==> src/rtl/traffic_conflict_monitor_pkg.sv <==
// Shared definitions for the traffic conflict monitor: light encodings,
// fault codes and the monitor state enum.
package traffic_conflict_monitor_pkg;

    localparam logic [2:0] GREEN  = 3'b001;
    localparam logic [2:0] YELLOW = 3'b010;
    localparam logic [2:0] RED    = 3'b100;
    localparam logic [2:0] OFF    = 3'b000;

    localparam logic [2:0] FAULT_NONE     = 3'b000;
    localparam logic [2:0] FAULT_CONFLICT = 3'b001;
    localparam logic [2:0] FAULT_INVALID  = 3'b010;
    localparam logic [2:0] FAULT_STUCK    = 3'b011;

    typedef enum logic [1:0] {
        ST_STARTUP = 2'd0,
        ST_PASS    = 2'd1,
        ST_FLASH   = 2'd2
    } monitor_state_t;

    // A bus is legal only when exactly one of its three lamps is lit.
    function automatic logic light_valid(input logic [2:0] light);
        return (light == GREEN) || (light == YELLOW) || (light == RED);
    endfunction

endpackage

==> src/rtl/traffic_conflict_monitor_flash_timer.sv <==
// Flash phase generator. The phase output is the value the lamps should show
// after the coming clock edge, so the lamp register in the top level can load
// it directly and each phase lasts exactly FLASH_HALF cycles. A restart means
// the caller is loading the first "on" cycle itself on that edge.
module traffic_conflict_monitor_flash_timer #(
    parameter int FLASH_HALF = 4
) (
    input  logic clk,
    input  logic rst,
    input  logic restart,
    output logic phase
);

    localparam int CW = $clog2(FLASH_HALF + 1);
    localparam logic [CW-1:0] LAST = CW'(FLASH_HALF - 1);

    logic [CW-1:0] count;
    logic          shown;

    assign phase = (count == LAST) ? ~shown : shown;

    // Count cycles spent in the current phase and toggle after FLASH_HALF of them.
    always_ff @(posedge clk or posedge rst) begin
        if (rst) begin
            count <= '0;
            shown <= 1'b1;
        end else if (restart) begin
            count <= '0;
            shown <= 1'b1;
        end else if (count == LAST) begin
            count <= '0;
            shown <= ~shown;
        end else begin
            count <= count + 1'b1;
        end
    end

endmodule

==> src/rtl/traffic_conflict_monitor.sv <==
// Safety stage behind the four-way light controller. Registers the four light
// buses toward the lamp drivers, watches for conflicts, illegal encodings and
// a stalled controller, and forces flashing red on a latched fault until an
// operator clear is accepted.
module traffic_conflict_monitor
    import traffic_conflict_monitor_pkg::*;
#(
    parameter int STARTUP_CYCLES = 8,
    parameter int FLASH_HALF     = 4,
    parameter int FILTER         = 2,
    parameter int STUCK_LIMIT    = 32
) (
    input  logic       clk,
    input  logic       rst,
    input  logic [2:0] north_light,
    input  logic [2:0] west_light,
    input  logic [2:0] south_light,
    input  logic [2:0] east_light,
    input  logic       clr_fault,
    output logic [2:0] north_lamp,
    output logic [2:0] west_lamp,
    output logic [2:0] south_lamp,
    output logic [2:0] east_lamp,
    output logic       fault,
    output logic [2:0] fault_code,
    output logic       flash
);

    localparam int SW = $clog2(STARTUP_CYCLES + 1);
    localparam int VW = $clog2(FILTER + 1);
    localparam int KW = $clog2(STUCK_LIMIT + 1);
    localparam logic [SW-1:0] STARTUP_LAST = SW'(STARTUP_CYCLES - 1);
    localparam logic [VW-1:0] FILTER_MAX   = VW'(FILTER);
    localparam logic [KW-1:0] STUCK_MAX    = KW'(STUCK_LIMIT);
    localparam logic [11:0]   ALL_RED      = {RED, RED, RED, RED};
    localparam logic [11:0]   ALL_OFF      = {OFF, OFF, OFF, OFF};

    monitor_state_t state, state_next;
    logic [SW-1:0]  startup_count, startup_next;
    logic [VW-1:0]  viol_count, viol_next;
    logic [KW-1:0]  stuck_count, stuck_next;
    logic [11:0]    lights, prev_lights, lamps, lamps_next;
    logic           fault_next;
    logic [2:0]     code_next;
    logic           restart, phase;
    logic           invalid, conflict;
    logic [2:0]     non_red_count;

    assign lights = {north_light, west_light, south_light, east_light};

    assign invalid = !(light_valid(north_light) && light_valid(west_light) &&
                       light_valid(south_light) && light_valid(east_light));

    assign non_red_count = 3'(north_light != RED) + 3'(west_light != RED) +
                           3'(south_light != RED) + 3'(east_light != RED);
    assign conflict = (non_red_count > 3'd1);

    assign {north_lamp, west_lamp, south_lamp, east_lamp} = lamps;

    traffic_conflict_monitor_flash_timer #(
        .FLASH_HALF(FLASH_HALF)
    ) u_flash_timer (
        .clk    (clk),
        .rst    (rst),
        .restart(restart),
        .phase  (phase)
    );

    // Next state, counter updates and the values the output registers take.
    always_comb begin
        state_next   = state;
        startup_next = '0;
        viol_next    = '0;
        stuck_next   = '0;
        fault_next   = fault;
        code_next    = fault_code;
        lamps_next   = phase ? ALL_RED : ALL_OFF;
        restart      = 1'b0;
        case (state)
            ST_STARTUP: begin
                if (startup_count == STARTUP_LAST) begin
                    state_next = ST_PASS;
                    lamps_next = lights;
                end else begin
                    startup_next = startup_count + 1'b1;
                end
            end
            ST_PASS: begin
                lamps_next = lights;
                if (invalid || conflict) begin
                    viol_next = (viol_count == FILTER_MAX) ? viol_count : viol_count + 1'b1;
                end
                if (lights == prev_lights) begin
                    stuck_next = (stuck_count == STUCK_MAX) ? stuck_count : stuck_count + 1'b1;
                end
                if ((viol_next == FILTER_MAX) || (stuck_next == STUCK_MAX)) begin
                    state_next = ST_FLASH;
                    fault_next = 1'b1;
                    lamps_next = ALL_RED;
                    restart    = 1'b1;
                    if (invalid) begin
                        code_next = FAULT_INVALID;
                    end else if (conflict) begin
                        code_next = FAULT_CONFLICT;
                    end else begin
                        code_next = FAULT_STUCK;
                    end
                end
            end
            ST_FLASH: begin
                if (clr_fault && !invalid && !conflict) begin
                    state_next = ST_STARTUP;
                    fault_next = 1'b0;
                    code_next  = FAULT_NONE;
                    lamps_next = ALL_RED;
                    restart    = 1'b1;
                end
            end
            default: begin
                state_next = ST_STARTUP;
                lamps_next = ALL_RED;
                restart    = 1'b1;
            end
        endcase
    end

    // State, counters and registered outputs; reset forces the safe all-red startup.
    always_ff @(posedge clk or posedge rst) begin
        if (rst) begin
            state         <= ST_STARTUP;
            startup_count <= '0;
            viol_count    <= '0;
            stuck_count   <= '0;
            prev_lights   <= '0;
            lamps         <= ALL_RED;
            fault         <= 1'b0;
            fault_code    <= FAULT_NONE;
            flash         <= 1'b1;
        end else begin
            state         <= state_next;
            startup_count <= startup_next;
            viol_count    <= viol_next;
            stuck_count   <= stuck_next;
            prev_lights   <= lights;
            lamps         <= lamps_next;
            fault         <= fault_next;
            fault_code    <= code_next;
            flash         <= (state_next != ST_PASS);
        end
    end

endmodule
==> config.mk <==
export PLATFORM = sky130hd
export DESIGN_NAME = traffic_conflict_monitor
export DESIGN_NICKNAME = d
export VERILOG_FILES = /design/src/rtl/traffic_conflict_monitor_pkg.sv /design/src/rtl/traffic_conflict_monitor_flash_timer.sv /design/src/rtl/traffic_conflict_monitor.sv
export SDC_FILE = /design/constraint.sdc
export NUM_CORES = 1
export LEC_CHECK = 0
export BUFFER_PORTS_ARGS = -buffer_cell sky130_fd_sc_hd__buf_2
export CORE_MARGIN = 3
export CORE_UTILIZATION = 45
export DETAILED_ROUTE_END_ITERATION = 12
export GPL_ROUTABILITY_DRIVEN = 0
export PLACE_DENSITY_LB_ADDON = 0.2
export SYNTH_ARGS = -nofsm -noshare
export SYNTH_HDL_FRONTEND = slang
export SYNTH_SLANG_ARGS = --single-unit
==> constraint.sdc <==
create_clock -name clk -period 2.1 [get_ports clk]
set_clock_uncertainty 0.05 [all_clocks]
set_input_delay 0.21 -clock clk [delete_from_list [all_inputs] [get_ports clk]]
set_output_delay 0.21 -clock clk [all_outputs]
set_load 0.01 [all_outputs]
==> impl_summary.txt <==
----------------------------------------------------
[Run status]
  Result of the run ... finished clean

[Logic synthesis]
  Number of warnings issued by yosys ... 0
  Synth area leaders ... dfrtp_1, dfstp_2, xor2_1
  Area of the mapped netlist ... 2170 sq um
  Post-synth EDFFs ... 0
  Async set or reset register ratio after synthesis ... 100%
  Yosys cell types ... 48
  #FFs+latches synth ... 46
  Top cell type's share of synthesized area ... 46.2%
  Portion of the post-synthesis area used by sequential elements ... 53.5%
  Synthesized Nets ... 209
  Commonest cells post-synth ... dfrtp_1, nor2_1, xor2_1
  Synthesized netlist cell count ... 188
  Mean Syn Cell Area ... 11.5 sq um
  Most common cell in the synthesized netlist ... dfrtp_1
  Library cell occupying the most area in the post-synthesis netlist ... dfrtp_1
  Most common flop cell mapped by yosys ... dfrtp_1

[Timing]
  Worst setup margin ... 0.00660 ns
  Final worst path period need ... 2.09 ns
  Final period utilization ... 99.7%
  Final slew viol count ... 0
  Final hold violation count ... 0
  Worst slack on hold paths ... 0.0274 ns
  Number of endpoints failing setup at the final stage ... 0
  Unrepaired setup endpoints after global routing ... yes
  Final setup TNS ... 0 ns
  Achievable frequency ... 478 MHz

[Critical path]
  Largest fanout on the critical path ... 10
  Worst r2r src ... stuck_count[1]$_DFF_PP0_
  Data required time of the critical path ... 2.25 ns
  R2R cell count ... 8
  Setup CP Type ... register to register
  Startpoint types ... register
  Reg-to-reg endpoint ... lamps[10]$_DFF_PP0_
  Cell Chain, Critical Path ... ha_4 > xnor2_2 > o311a_4 > o22ai_4 > o32a_4 > a22oi_4 > buf_12 > nor2b_1
  Worst path arrival time ... 2.24 ns
  Stage delay of the slowest cell on the critical path ... 0.45 ns
  Standard cell with the maximum stage delay on the critical path ... dfrtp_1
  Worst Setup End Kind ... register
  FF-to-FF setup slack ... 0.007 ns

[Finish]
  Area grow syn2layout ... 29.9%
  Design Area, Final ... 2820 sq um
  Antenna diodes ... 0
  Total number of nets in the final design ... 271
  Fraction of final layout cells with drive strength greater than 1 ... 39.8%
  Number of fillers in the final layout ... 379

[Floorplanning]
  Count of boundary I/O pins ... 32
  Starting Density ... 48.1%
  Chip Width ... 75.4 microns
  Placeable core area ... 4500 sq um
  Die boundary height ... 75.4 microns
  Total die area ... 5680 sq um
  Rows ... 24

[Global routing]
  Overflow left after global routing ... 0
  Via count of the first global-routing pass ... 1514
  First-pass GRT wire length ... 6950 microns
  Antenna violations before repair ... 0
  All-layer global routing usage ... 16.6%
  Largest net degree at the start of global routing ... 23

[Place]
  Post-placement cell area ... 2560 sq um
  Worst slack after detailed placement ... -0.213 ns
  Port Buffers ... 30
  Dpl hpwl ... 3120 microns

[CTS]
  Bufs on Longest Clock Path ... 2
  Number of sinks driven by the clock tree ... 46
  TritonCTS clock tree ... done
  Clock latency at the later pin of the worst-skew pair ... 0.30 ns
  Cell at the root of the clock tree ... clkbuf_8
  Total number of H-tree levels ... 2
  Clock-pin transition on the worst setup and hold timing paths ... 0.09 ns
  Number of buffers added by the clock tree synthesis step ... 5

[Min path]
  Worst hold path type ... input port to register
  Worst Hold Endpoint ... prev_lights[4]$_DFF_PP0_
  Hold path cells ... 1
  Worst min-delay path startpoint ... south_light[1]

[Drt]
  Vias per cell ... 5.16
  Remaining routing DRC violations ... 0
  Drt pass-1 iters ... 4
  Routed length per placed instance ... 14.0 microns
  Via total after detailed routing ... 1564
  Drt total wl ... 4260 microns
  Iteration-0 DRC count of the detailed router ... 78
  Final antenna-violating net count ... 0

[Power]
  Power per Cell Area ... 660 nW/um^2
  Maximum vdd drop ... 0.000403 V
  Leak ... 1.30 nW

[Run]
  Maximum capacitance violations ... 0

----------------------------------------------------
==> stage by stage <==
step / power [mW] / util [%] / instances
2_1_floorplan: 1.12 / - / 188
3_3_place_gp: 1.23 / 56.8 / 293
3_5_place_dp: 1.23 / 56.8 / 293
4_1_cts: 1.88 / 60.3 / 302
5_1_grt: 1.95 / 62.5 / 303
6_report: 1.86 / 62.5 / 303
==> where the power goes <==
part	switching [mW]	leakage, nW	internal (mW)
sequential	0.0170	0.572	0.968
combinational	0.133	0.677	0.0953
clock	0.290	0.0514	0.355
total	0.440	1.30	1.42
==> worst max-delay path by stage <==
stage                                   startpoint                          endpoint  slack, ns  cells after the start
after global routing      stuck_count[1]$_DFF_PP0_         fault_code[1]$_DFFE_PP0P_      -0.07                      7
final                     stuck_count[1]$_DFF_PP0_               lamps[10]$_DFF_PP0_      0.007                      8
after CTS                 stuck_count[0]$_DFF_PP0_               lamps[10]$_DFF_PP0_      0.005                      8
after detailed placement            north_light[2]  u_flash_timer.count[2]$_DFF_PP0_      -0.21                      8
after global placement               west_light[1]                lamps[9]$_DFF_PP0_      -0.22                      9
after floorplan           stuck_count[0]$_DFF_PP0_                lamps[0]$_DFF_PP0_       0.02                      7
==> area by class of cell <==
| type | count | area, sq um | area share [%] |
|---|---|---|---|
| Sequential cell | 46 | 1160 | 41.2 |
| Timing Repair Buffer | 59 | 390 | 13.9 |
| Clock inverter | 2 | 37.5 | 1.33 |
| Clock buffer | 6 | 72.6 | 2.58 |
| Multi-Input combinational cell | 131 | 1060 | 37.7 |
| Inverter | 7 | 26.3 | 0.933 |
| Tap cell | 52 | 65.1 | 2.31 |
==> layer usage <==
metal	GRT usage [%]	share of wire [%]	vias to the layer above
met4	7.38	1.7	0
met2	26.4	49	24
met1	21.1	46	765
met3	4.49	3.9	8
li1	-	-	767
met5	0	0	-
==> critical path, delay by kind of cell, from the launching register on <==
family                   cells  cell delay [ns]
AO/OA/AOI/OAI                4             0.90
XOR/XNOR                     1             0.18
adder cells (fa/ha/maj)      1             0.21
buffers and inverters        1             0.15
flip-flops                   1             0.45
AND/OR/NAND/NOR              1             0.05
==> logic make-up (layout without fill, tap and decap cells) <==
logic type	Yosys count	after routing	share of synthesized area [%]
compound gates	26	26	9.58
simple gates	77	77	21.5
mux	1	1	0.462
fa+ha+maj	6	6	3.81
other cells	1	1	0.173
flops	46	46	53.5
buf+inv	11	74	2.94
xor+xnor	20	20	8.08
==> flip-flops by register name, indices dropped and copies added (netlist names) <==
register	flops
lamps	12
prev_lights	12
stuck_count	6
startup_count	4
u_flash_timer.count	3
fault_code	2
state	2
viol_count	2
fault	1
flash	1
u_flash_timer.shown	1
==> timing repair <==
| item | in CTS | in global routing |
|---|---|---|
| hold buffers | 1 | 0 |
| endpoints found under the hold margin | 19 | 0 |
| setup buffers | 0 | 1 |
| pin swaps | 2 | 4 |
| endpoints found under the setup margin | 13 | 20 |
| gates resized for setup | 5 | 18 |
==> placed cells by master (no fill, tap or decap), types with 4 or more instances in the layout <==
cell type and n:
buf_4 25, nor3b_1 4, o21ai_0 8, xor2_1 15
nor2_1 15, inv_1 4, nor2b_1 9, xnor2_1 4
nand2_1 7, nor3_1 8, nand3_1 4, dfstp_2 6
dfrtp_1 38, clkbuf_8 5, buf_2 30
Note: power is estimated with default switching activity, not from simulation.
